File: src/rtl/arb_pkg.sv
// arb_pkg: shared owner tag, access-size codes and default depth for sram_like_arbiter
package arb_pkg;
    typedef enum logic {OWN_INST = 1'b0, OWN_DATA = 1'b1} owner_t;
    localparam logic [1:0] SZ_BYTE = 2'd0;
    localparam logic [1:0] SZ_HALF = 2'd1;
    localparam logic [1:0] SZ_WORD = 2'd2;
    localparam int MAX_OUTST_DEF = 2;
endpackage

File: src/rtl/sram_like_arbiter_owner_fifo.sv
// owner_fifo: in-order tag FIFO recording which requester owns each outstanding transaction
// Ports: clk, reset (sync, active-high); push/push_tag write the tail; pop drops the head;
// head_tag, count, full, empty report state. Pointers wrap modulo DEPTH.
module owner_fifo #(
    parameter int DEPTH = 2,
    parameter int W = 1,
    localparam int CW = $clog2(DEPTH + 1),
    localparam int PW = (DEPTH > 1) ? $clog2(DEPTH) : 1
) (
    input  logic          clk,
    input  logic          reset,
    input  logic          push,
    input  logic          pop,
    input  logic [W-1:0]  push_tag,
    output logic [W-1:0]  head_tag,
    output logic [CW-1:0] count,
    output logic          full,
    output logic          empty
);
    logic [W-1:0] tags [DEPTH];
    logic [PW-1:0] head, tail;
    logic do_push, do_pop;

    function automatic logic [PW-1:0] nxt(input logic [PW-1:0] p);
        return (p == PW'(DEPTH - 1)) ? '0 : p + 1'b1;
    endfunction

    assign full     = count == CW'(DEPTH);
    assign empty    = count == '0;
    assign do_push  = push & ~full;
    assign do_pop   = pop & ~empty;
    assign head_tag = tags[head];

    always_ff @(posedge clk)
        if (do_push) tags[tail] <= push_tag;

    always_ff @(posedge clk) begin
        if (reset) begin
            head  <= '0;
            tail  <= '0;
            count <= '0;
        end else begin
            if (do_push) tail <= nxt(tail);
            if (do_pop) head <= nxt(head);
            count <= count + CW'(do_push) - CW'(do_pop);
        end
    end
endmodule

File: src/rtl/sram_like_arbiter.sv
// sram_like_arbiter: shares one sram-like memory port between inst fetch and data access
// Ports: clk, reset (sync, active-high); inst_* read-only fetch port; data_* load/store port;
// mem_* shared memory port. Responses return in order and are routed by an owner FIFO.
// Optional ARB_RR_EN: round-robin on ties instead of fixed data-over-inst priority.
module sram_like_arbiter
    import arb_pkg::*;
#(
    parameter int MAX_OUTST = MAX_OUTST_DEF,
    parameter int OWN_W = 1,
    localparam int CW = $clog2(MAX_OUTST + 1)
) (
    input  logic        clk,
    input  logic        reset,
    input  logic        inst_req,
    input  logic [31:0] inst_addr,
    output logic        inst_addr_ok,
    output logic        inst_data_ok,
    output logic [31:0] inst_rdata,
    input  logic        data_req,
    input  logic        data_wr,
    input  logic [1:0]  data_size,
    input  logic [3:0]  data_wstrb,
    input  logic [31:0] data_addr,
    input  logic [31:0] data_wdata,
    output logic        data_addr_ok,
    output logic        data_data_ok,
    output logic [31:0] data_rdata,
    output logic        mem_req,
    output logic        mem_wr,
    output logic [1:0]  mem_size,
    output logic [3:0]  mem_wstrb,
    output logic [31:0] mem_addr,
    output logic [31:0] mem_wdata,
    input  logic        mem_addr_ok,
    input  logic        mem_data_ok,
    input  logic [31:0] mem_rdata
);
    owner_t own, tie_own, lock_own;
    logic locked, is_d, accept, resp, full, empty;
    logic [OWN_W-1:0] head_tag;
    logic [CW-1:0] count;

`ifdef ARB_RR_EN
    owner_t last;
    assign tie_own = (last == OWN_DATA) ? OWN_INST : OWN_DATA;
    always_ff @(posedge clk) begin
        if (reset) last <= OWN_DATA;
        else if (accept) last <= own;
    end
`else
    assign tie_own = OWN_DATA;
`endif

    // a request stalled by mem_addr_ok keeps its owner until accepted
    always_comb begin
        own = locked ? lock_own :
              (inst_req & data_req) ? tie_own :
              data_req ? OWN_DATA : OWN_INST;
        is_d = own == OWN_DATA;
    end

    assign mem_req   = (inst_req | data_req) & ~full & ~reset;
    assign mem_wr    = ~reset & is_d & data_wr;
    assign mem_size  = reset ? 2'd0 : is_d ? data_size : SZ_WORD;
    assign mem_wstrb = (~reset & is_d) ? data_wstrb : 4'd0;
    assign mem_wdata = (~reset & is_d) ? data_wdata : 32'd0;
    assign mem_addr  = reset ? 32'd0 : is_d ? data_addr : inst_addr;

    assign accept       = mem_req & mem_addr_ok;
    assign inst_addr_ok = accept & ~is_d;
    assign data_addr_ok = accept & is_d;

    // a response with nothing outstanding is dropped
    assign resp         = mem_data_ok & ~empty & ~reset;
    assign inst_data_ok = resp & (head_tag != OWN_W'(OWN_DATA));
    assign data_data_ok = resp & (head_tag == OWN_W'(OWN_DATA));
    assign inst_rdata   = reset ? 32'd0 : mem_rdata;
    assign data_rdata   = reset ? 32'd0 : mem_rdata;

    always_ff @(posedge clk) begin
        if (reset) begin
            locked   <= 1'b0;
            lock_own <= OWN_INST;
        end else if (mem_req & ~mem_addr_ok) begin
            locked   <= 1'b1;
            lock_own <= own;
        end else if (mem_addr_ok) begin
            locked   <= 1'b0;
        end
    end

    owner_fifo #(.DEPTH(MAX_OUTST), .W(OWN_W)) u_fifo (
        .clk      (clk),
        .reset    (reset),
        .push     (accept),
        .pop      (resp),
        .push_tag (OWN_W'(own)),
        .head_tag (head_tag),
        .count    (count),
        .full     (full),
        .empty    (empty)
    );

    assert property (@(posedge clk) disable iff (reset) mem_data_ok |-> !empty);
    assert property (@(posedge clk) disable iff (reset) accept |-> (count < CW'(MAX_OUTST)));
endmodule

File: config.mk
export PLATFORM = sky130hd
export DESIGN_NAME = sram_like_arbiter
export DESIGN_NICKNAME = d
export VERILOG_FILES = /design/src/rtl/arb_pkg.sv /design/src/rtl/sram_like_arbiter_owner_fifo.sv /design/src/rtl/sram_like_arbiter.sv
export SDC_FILE = /design/constraint.sdc
export NUM_CORES = 1
export LEC_CHECK = 0
export CORE_AREA = 2 2 108 110
export CTS_BUF_LIST = sky130_fd_sc_hd__clkbuf_8 sky130_fd_sc_hd__clkbuf_16
export CTS_CLUSTER_SIZE = 40
export DETAILED_ROUTE_END_ITERATION = 12
export DIE_AREA = 0 0 110 112
export GPL_TIMING_DRIVEN = 0
export PLACE_DENSITY = 0.65
export SETUP_SLACK_MARGIN = 0.2
export SLEW_MARGIN = 20
export SYNTH_ARGS = -nofsm -noshare
export SYNTH_HDL_FRONTEND = slang
export SYNTH_SLANG_ARGS = --single-unit
File: constraint.sdc
create_clock -name clk -period 1.7 [get_ports clk]
set_input_delay 0.425 -clock clk [delete_from_list [all_inputs] [get_ports clk]]
set_output_delay 0.425 -clock clk [all_outputs]
set_load 0.05 [all_outputs]
# Word level (Yosys, flattened, before mapping)
# Memory sizes are Yosys's and may differ from the RTL's. A register that Yosys moved wholly into a read port is not among the register bits.
# Index checks and enable logic that the tools add are counted.
# word_totals
ff_bits	6
ramBits	2
input_bits	141
out_inout_bits	140
wordCells	53
n_memories	1
# op_classes
n_addsub	4
eq_ne	1
mux	18
n_bitwise	22
n_reduce_logical	2
# memory_table
name	words	word_bits	rd	rd_ports_with_merged_regs	wr	line_no	text
u_fifo.tags	2	1	1	1	1	sram_like_arbiter_owner_fifo.sv:20	logic [W-1:0] tags [DEPTH];
# op_table
cell	count
2-to-1 mux 32 bit	4
bitwise AND 1 bit	15
2-to-1 mux 1 bit	11
inverter 1 bit	6
2-to-1 mux 2 bit	2
2-to-1 mux 4 bit	1
adder 1 bit, second input constant	2
adder 2 x 1 -> 2 bit	1
equality test 2 bit, second input constant	1
logical NOT 2 bit	1
nonzero test 2 bit	1
subtractor 2 x 1 -> 2 bit	1
bitwise OR 1 bit	1

# Logic depth before layout (Yosys ltp)
# Gate-level depths: netlist (run 1).
# depth
word_depth	8
mapped_depth	6
ltp_nobuf	6

# Cells and area by module
# Synthesis (run 1) repeated with hierarchy kept, for this count alone.
# unflattened
cells_unflattened	269
area_unflattened_um2	1694.1
# modules_own_cells
mod	n_inst	cells_per_inst	area_each_um2	seq_area_each_um2
sram_like_arbiter	1	239	1388.8	40.0
owner_fifo	1	30	305.3	160.2

# Worst setup path after synthesis (run 1)
# OpenSTA, ideal clock, no wires.
# synth_timing
path_type	input port to output port
start	input reset
end	output inst_data_ok
arrival_ns	2.361
required_ns	1.275
slack_ns	-1.086
cell_stages	3
n_path_buf	2
cell_sequence	clkbuf_1 -> buf_1 -> nor4_1
# synth_between
elab_chain_cells	3
# synth_rtl
element	line_no	text
from (decl)	sram_like_arbiter.sv:13	input logic reset,
inverter 1 bit	sram_like_arbiter.sv:74	assign resp = mem_data_ok & ~empty & ~reset;
bitwise AND 1 bit	sram_like_arbiter.sv:74	
bitwise AND 1 bit	sram_like_arbiter.sv:75	assign inst_data_ok = resp & (head_tag != OWN_W'(OWN_DATA));
to (decl)	sram_like_arbiter.sv:17	output logic inst_data_ok,
# No other way between the ends.

# Final worst setup path (run 1)
# layout_timing
start	register locked
end	output mem_addr[6]
# layout_between
elab_chain_cells	3
# layout_rtl
element	line_no	text
from (decl)	sram_like_arbiter.sv:39	logic locked, is_d, accept, resp, full, empty;
from (signal assigned)	sram_like_arbiter.sv:82	locked <= 1'b0;
from (signal assigned)	sram_like_arbiter.sv:85	locked <= 1'b1;
from (signal assigned)	sram_like_arbiter.sv:88	locked <= 1'b0;
2-to-1 mux 1 bit	sram_like_arbiter.sv:56	own = locked ? lock_own :
2-to-1 mux 32 bit (2 in series)	sram_like_arbiter.sv:67	assign mem_addr = reset ? 32'd0 : is_d ? data_addr : inst_addr;
to (decl)	sram_like_arbiter.sv:32	output logic [31:0] mem_addr,
# No other way between the ends.

==> results of run 1 <==
[power groups by stage]
stage | logic, W | registers, W | clock network, W
global placement | 0.00208 | 0.000269 | 0
CTS | 0.00269 | 0.000279 | 0.000408
detailed placement | 0.00210 | 0.000272 | 0
floorplan | 0.00134 | 0.000267 | 0
finish | 0.00278 | 0.000278 | 0.000403
global route | 0.00290 | 0.000281 | 0.000424
[worst min-delay path by stage]
stage,from,end,slack (ns),depth (start not counted)
2_1_floorplan,u_fifo.tail$_SDFFE_PP0P_,u_fifo.tail$_SDFFE_PP0P_,0.45,1
3_3_place_gp,u_fifo.tail$_SDFFE_PP0P_,u_fifo.tail$_SDFFE_PP0P_,0.47,1
3_5_place_dp,u_fifo.tail$_SDFFE_PP0P_,u_fifo.tail$_SDFFE_PP0P_,0.48,1
4_1_cts,u_fifo.tail$_SDFFE_PP0P_,u_fifo.tail$_SDFFE_PP0P_,0.49,1
5_1_grt,u_fifo.tail$_SDFFE_PP0P_,u_fifo.tail$_SDFFE_PP0P_,0.51,1
6_report,u_fifo.tail$_SDFFE_PP0P_,u_fifo.tail$_SDFFE_PP0P_,0.48,1
[final cells by class]
| class | count | area share, % |
|---|---|---|
| Timing Repair Buffer | 343 | 55.48 |
| Tap cell | 143 | 2.349 |
| Clock inverter | 1 | 0.04929 |
| Multi-Input combinational cell | 202 | 29.16 |
| Buffer | 50 | 8.986 |
| Clock buffer | 3 | 0.9857 |
| Inverter | 3 | 0.3121 |
| Sequential cell | 9 | 2.678 |
[metal layers]
metal | up-vias | GRT usage [%] | wire length [um]
li1 | 1504 | - | -
met1 | 1412 | 18.27 | 3908
met2 | 173 | 34.56 | 6486
met3 | 22 | 3.981 | 1171
met4 | 0 | 5.907 | 315
met5 | - | 0 | 0
[cell families after synthesis]
logic type      synth area share [%]
xor+xnor                       1.079
compound gates                 12.87
flops                          12.33
fa+ha+maj                     0.7703
simple gates                   49.00
mux                            2.696
buf+inv                        21.26
[synthesized netlist by cell type, types with 3 or more instances]
cell type,number
nand2_1,64
and2_1,39
buf_4,38
nor2b_1,34
a21oi_1,33
nor2_1,11
clkbuf_1,7
dfxtp_1,7
buf_2,3
[what timing repair did]
item / 4_1_cts / 5_1_grt
gates cloned: 11 / 2
setup endpoints to repair: 150 / 136
pin swaps: 32 / 15
gates resized for setup: 1264 / 46
setup buffers: 38 / 12
[per-stage QoR]
| stage | cells | setup WS (ns) | hold WS, ns | total power (W) |
|---|---|---|---|---|
| 6_report | 754 | -0.4310 | 0.4821 | 0.003464 |
| 5_1_grt | 754 | -0.4931 | 0.5053 | 0.003602 |
| 4_1_cts | 740 | -0.4627 | 0.4896 | 0.003379 |
| 3_5_place_dp | 687 | -1.332 | 0.4779 | 0.002370 |
| 3_3_place_gp | 687 | -1.341 | 0.4655 | 0.002349 |
| 2_1_floorplan | 264 | -0.04825 | 0.4514 | 0.001606 |
==> results.toml, run 1 <==
[global_routing]
track_usage_pct = 17.84
grt_overflow = 0
grt_pass1_wl_um = 17200
antenna_found_initial = 0
grt_max_degree = 11
grt_pass1_vias = 3271

[timing]
finalCritPeriodShare_pct = 125.4
min_period_ns = 2.131
relSlewSlack_pct = 83.03
fin_ws_ns = -0.4310
skew_ns = 0.0007468
tns_ns = -25.46
tightest_slew_ns = 0.2546
max_freq_mhz = 469.3
rsz0062_at_grt = "true"
slew_violations = 0
hold_violations = 0
setup_violations = 83

[die]
core_mm2 = 0.01117
fp.dieH_um = 112
start_util_pct = 14.53
rows = 39
io_pins = 281
fp.dieW_um = 110
die_area_mm2 = 0.01232

[setup_path]
r2r-end = "u_fifo.count[1]$_SDFF_PP0_"
slowest_delay_ns = 0.35
timing.critical_path.mode_cell = "buf_12"
worstSetupEndpointType = "primary output"
cp_cell_sequence = "mux2i_4 > buf_12 > buf_12 > buf_8 > buf_16 > nand2_4 > a21oi_4 > buf_6"
path_class = "register to primary output"
endpoint = "mem_addr[6]"
critPathArrivalTime_ns = 1.71
cp_top_family = "buffers and inverters"
timing.rr.start = "u_fifo.count[0]$_SDFF_PP0_"
path_buf_inv = 5
worst-r2r-setup-slack_ns = 0.17
critPathLaunchType = "register"
crit_path_start = "locked$_SDFFE_PP0P_"
crit_slowest_cell = "dfxtp_2"
crit_fanout = 5
crit_cells = 8
reg2reg_depth = 7
critical_path_required_ns = 1.27

[pwr]
p_leak_nw = 3.457
sw_frac_of_total_pct = 43.10
p_switching_w = 0.001493
combPwrFrac_pct = 80.3
power.density_mw_per_mm2 = 454.9
p_int_w = 0.001971
clockPowerShare_pct = 11.6
seqPwrFrac_pct = 8.0
peakVddDrop_mv = 0.3019

[layout]
layout.cells.most_common = "buf_8"
n_antenna_cell = 0
fill_cells = 830
layout_common_cells = "buf_8, clkdlybuf4s50_1, buf_6"
area_growth_pct = 369.0
nets = 754
design_area_mm2 = 0.007616
layout-drive-gt1-share_pct = 72.34
seqCellArea_um2 = 203.9
final_util_pct = 68.16
multiInputGateArea_mm2 = 0.002221

[clock_network]
cts_max_level = 1
clockRootBuffer = "clkbuf_16"
insertion_delay_ns = 0.23
cts_tree = "built"
tritoncts.num_buffers = 3
clkSinkCount = 9
cts_buffer_depth = 2
cts_hold_buf = 0
clk_pin_slew_ns = 0.04

[yosys]
netlist_area_mm2 = 0.001624
yosys.area.top_type = "buf_4"
ys_ff_latch = 9
yosysTopAreaCellShare_pct = 17.57
syn_inst = 264
yosys_warnings = 0
ys_top_cells_by_area = "buf_4, and2_1, nand2_1, nor2b_1, a21oi_1"
synth_seq_area_share_pct = 12.33
synth_area_per_cell_um2 = 6.152
ys_async_sr_fraction_pct = 0
syn_nets = 406
synth_edf_count = 2
synth_cell_types = 32
synth_flop_cell = "dfxtp_1"

[place]
numPortBuffers = 280
gp_congestion = 0.8545
dp_hpwl_um = 8638
place_area_mm2 = 0.005643

[outcome]
status = "finished with violations"
violations = "negative setup slack"

[job]
cap_viol_max_count = 0

[drt]
drc = 0
via_count = 3111
drt_pass1_iterations = 4
routed_wl_um = 11880
vias_per_cell = 4.126
final_antenna_net_count = 0
drtIter0Drc = 34
wl_per_cell_um = 15.76

[worst_hold_path]
hold_path_class = "register to register"
Power figures use the tool's default switching activity.
==> run 2, diff against run 1 <==
--- a/config.mk
+++ b/config.mk
@@ -5,13 +5,15 @@
 export SDC_FILE = /design/constraint.sdc
 export NUM_CORES = 1
 export LEC_CHECK = 0
-export CORE_AREA = 2 2 108 110
+export ABC_AREA = 1
+export CAP_MARGIN = 30
+export CORE_AREA = 3 3 108 110
 export CTS_BUF_LIST = sky130_fd_sc_hd__clkbuf_8 sky130_fd_sc_hd__clkbuf_16
 export CTS_CLUSTER_SIZE = 40
 export DETAILED_ROUTE_END_ITERATION = 12
-export DIE_AREA = 0 0 110 112
+export DIE_AREA = 0 0 111 113
 export GPL_TIMING_DRIVEN = 0
-export PLACE_DENSITY = 0.65
+export PLACE_DENSITY = 0.67
 export SETUP_SLACK_MARGIN = 0.2
 export SLEW_MARGIN = 20
 export SYNTH_ARGS = -nofsm -noshare
==> run 2 against run 1 <==
The run still ends with negative setup slack left. Total power fell by 14%. Maximum frequency rose by 13%. Register-to-register slack got worse by 0.06 ns. Clock power fell by 40%. Utilization fell by 3.3 points. Design area fell by 8.1%. Synthesized area rose by 10%. Worst hold slack improved by 0.028 ns. Clock skew barely moved. Critical path type unchanged.
==> results.toml, run 2 <==
[yosys]
netlist_area_mm2 = 0.001788
synth_area_per_cell_um2 = 5.138
yosysMostFrequentCell = "nor2_1"
yosys_warnings = 0
yosys.area.top_type = "nor2_1"
synth_cell_types = 26
yosysTopAreaCellShare_pct = 27.29
synth_seq_area_share_pct = 11.20
ys_async_sr_fraction_pct = 0
ys_ff_latch = 9
ys_top_cells_by_area = "nor2_1, inv_1, buf_4, o21ai_0, dfxtp_1"
syn_inst = 348
synth_edf_count = 2
synth_common_cells = "nor2_1, inv_1, buf_4, o21ai_0, nor2_2"
syn_nets = 490
synth_flop_cell = "dfxtp_1"

[die]
die_area_mm2 = 0.01254
fp.dieW_um = 111
start_util_pct = 16.57
rows = 38
core_mm2 = 0.01079
fp.dieH_um = 113
io_pins = 281

[clock_network]
cts_hold_buf = 0
insertion_delay_ns = 0.23
clk_pin_slew_ns = 0.05
clkSinkCount = 9
tritoncts.num_buffers = 3
clockRootBuffer = "clkbuf_8"
cts_buffer_depth = 2
cts_max_level = 1
cts_tree = "built"

[pwr]
p_int_w = 0.001521
p_leak_nw = 3.133
seqPwrFrac_pct = 8.6
p_total_w = 0.002988
sw_frac_of_total_pct = 49.09
clockPowerShare_pct = 8.1
peakVddDrop_mv = 0.2281
power.density_mw_per_mm2 = 426.9
combPwrFrac_pct = 83.3
p_switching_w = 0.001467

[layout]
layout.cells.most_common = "buf_6"
nets = 816
n_antenna_cell = 0
layout-drive-gt1-share_pct = 66.27
final_util_pct = 64.85
design_area_mm2 = 0.006999
area_growth_pct = 291.5
layout_common_cells = "buf_6, nor2_4, clkdlybuf4s50_1"

[drt]
routed_wl_um = 11910
drc = 0
drtIter0Drc = 91
wl_per_cell_um = 14.65
via_count = 3303
final_antenna_net_count = 0
vias_per_cell = 4.063
drt_pass1_iterations = 4

[timing]
hold_violations = 0
relSlewSlack_pct = 80.82
skew_ns = 0.0002793
tns_ns = -9.997
max_freq_mhz = 530.2
rsz0062_at_grt = "true"
tightest_slew_ns = 0.2877
finalCritPeriodShare_pct = 111.0
min_period_ns = 1.886
setup_violations = 89
slew_violations = 0
holdWs_ns = 0.5105
fin_ws_ns = -0.1862

[setup_path]
r2r-end = "u_fifo.count[1]$_SDFF_PP0_"
worstSetupEndpointType = "primary output"
timing.rr.start = "u_fifo.count[1]$_SDFF_PP0_"
path_class = "register to primary output"
critPathLaunchType = "register"
crit_fanout = 10
worst-r2r-setup-slack_ns = 0.11
critPathArrivalTime_ns = 1.46
reg2reg_depth = 11
critical_path_required_ns = 1.27

[global_routing]
grt_pass1_wl_um = 17820
track_usage_pct = 17.22
grt_overflow = 0
antenna_found_initial = 0
grt_max_degree = 12
grt_pass1_vias = 3522

[outcome]
status = "finished with violations"
violations = "negative setup slack"

[place]
gp_congestion = 0.8790
dp_hpwl_um = 9049
numPortBuffers = 280
place_area_mm2 = 0.005743

[job]
cap_viol_max_count = 0

[worst_hold_path]
hold_end = "u_fifo.tail$_SDFFE_PP0P_"
hold_start = "u_fifo.tail$_SDFFE_PP0P_"
hold_path_class = "register to register"
hold_path_depth = 2
run 2: layer usage:
metal	vias to the layer above	track usage, %	routed length (um)
met4	0	4.023	199
met1	1474	17.83	3850
li1	1623	-	-
met5	-	0	0
met2	189	34.43	6730
met3	17	4.385	1134
run 2: repair_timing:
action,CTS,global route
setup endpoints to repair,147,140
cloned,5,1
pin swaps,42,37
resized for setup,1180,72
buffers inserted,24,11
run 2: worst max-delay path by stage:
stage | startpoint | endpoint | cells after the start
after floorplan | reset | inst_rdata[0] | 4
after global placement | reset | mem_addr[12] | 6
after detailed placement | reset | mem_addr[25] | 6
after CTS | locked$_SDFFE_PP0P_ | mem_wdata[21] | 8
after global routing | locked$_SDFFE_PP0P_ | mem_wdata[23] | 8
final | locked$_SDFFE_PP0P_ | mem_addr[15] | 8
run 2: metrics by stage:
| step | setup WS (ns) | instances |
|---|---|---|
| 3_5_place_dp | -1.380 | 768 |
| 2_1_floorplan | 0.06730 | 348 |
| 5_1_grt | -0.2338 | 813 |
| 6_report | -0.1862 | 813 |
| 4_1_cts | -0.1816 | 801 |
| 3_3_place_gp | -1.346 | 768 |
run 2: cell type report:
type	instances	area (um2)
repair buffers	320	3666
flip-flops and latches	9	210.2
clock buffers	3	41.29
well taps	140	175.2
plain buffers	49	629.4
multi-input cells	207	1943
repair inverters	1	7.507
fillers	851	3794
inverters	83	322.8
clock inverters	1	3.754
run 2: worst max-delay path, stage by stage, from the launching register on:
cell and delay, ns:
dfxtp_4 0.36, inv_4 0.08, nand2_8 0.05, nand2_8 0.10, inv_4 0.07, buf_8 0.15, nor2_1 0.18, nor2_4 0.04
buf_4 0.19
run 2: power by group through the flow:
stage	sequential (W)	clock, W	combinational (W)
after floorplan	0.000249	0	0.00132
after global placement	0.000250	0	0.00206
after detailed placement	0.000252	0	0.00208
after CTS	0.000256	0.000246	0.00237
after global routing	0.000259	0.000262	0.00260
final	0.000257	0.000243	0.00249
run 2: cells by family after synthesis:
family	after synthesis	share of synthesized area, %
xor gates and xnor gates	2	0.9799
adders and majority gates	1	0.6997
buffers and inverters	132	37.44
AOI/OAI and AO/OA	38	10.92
DFF	9	11.20
and+or+nand+nor	166	38.77
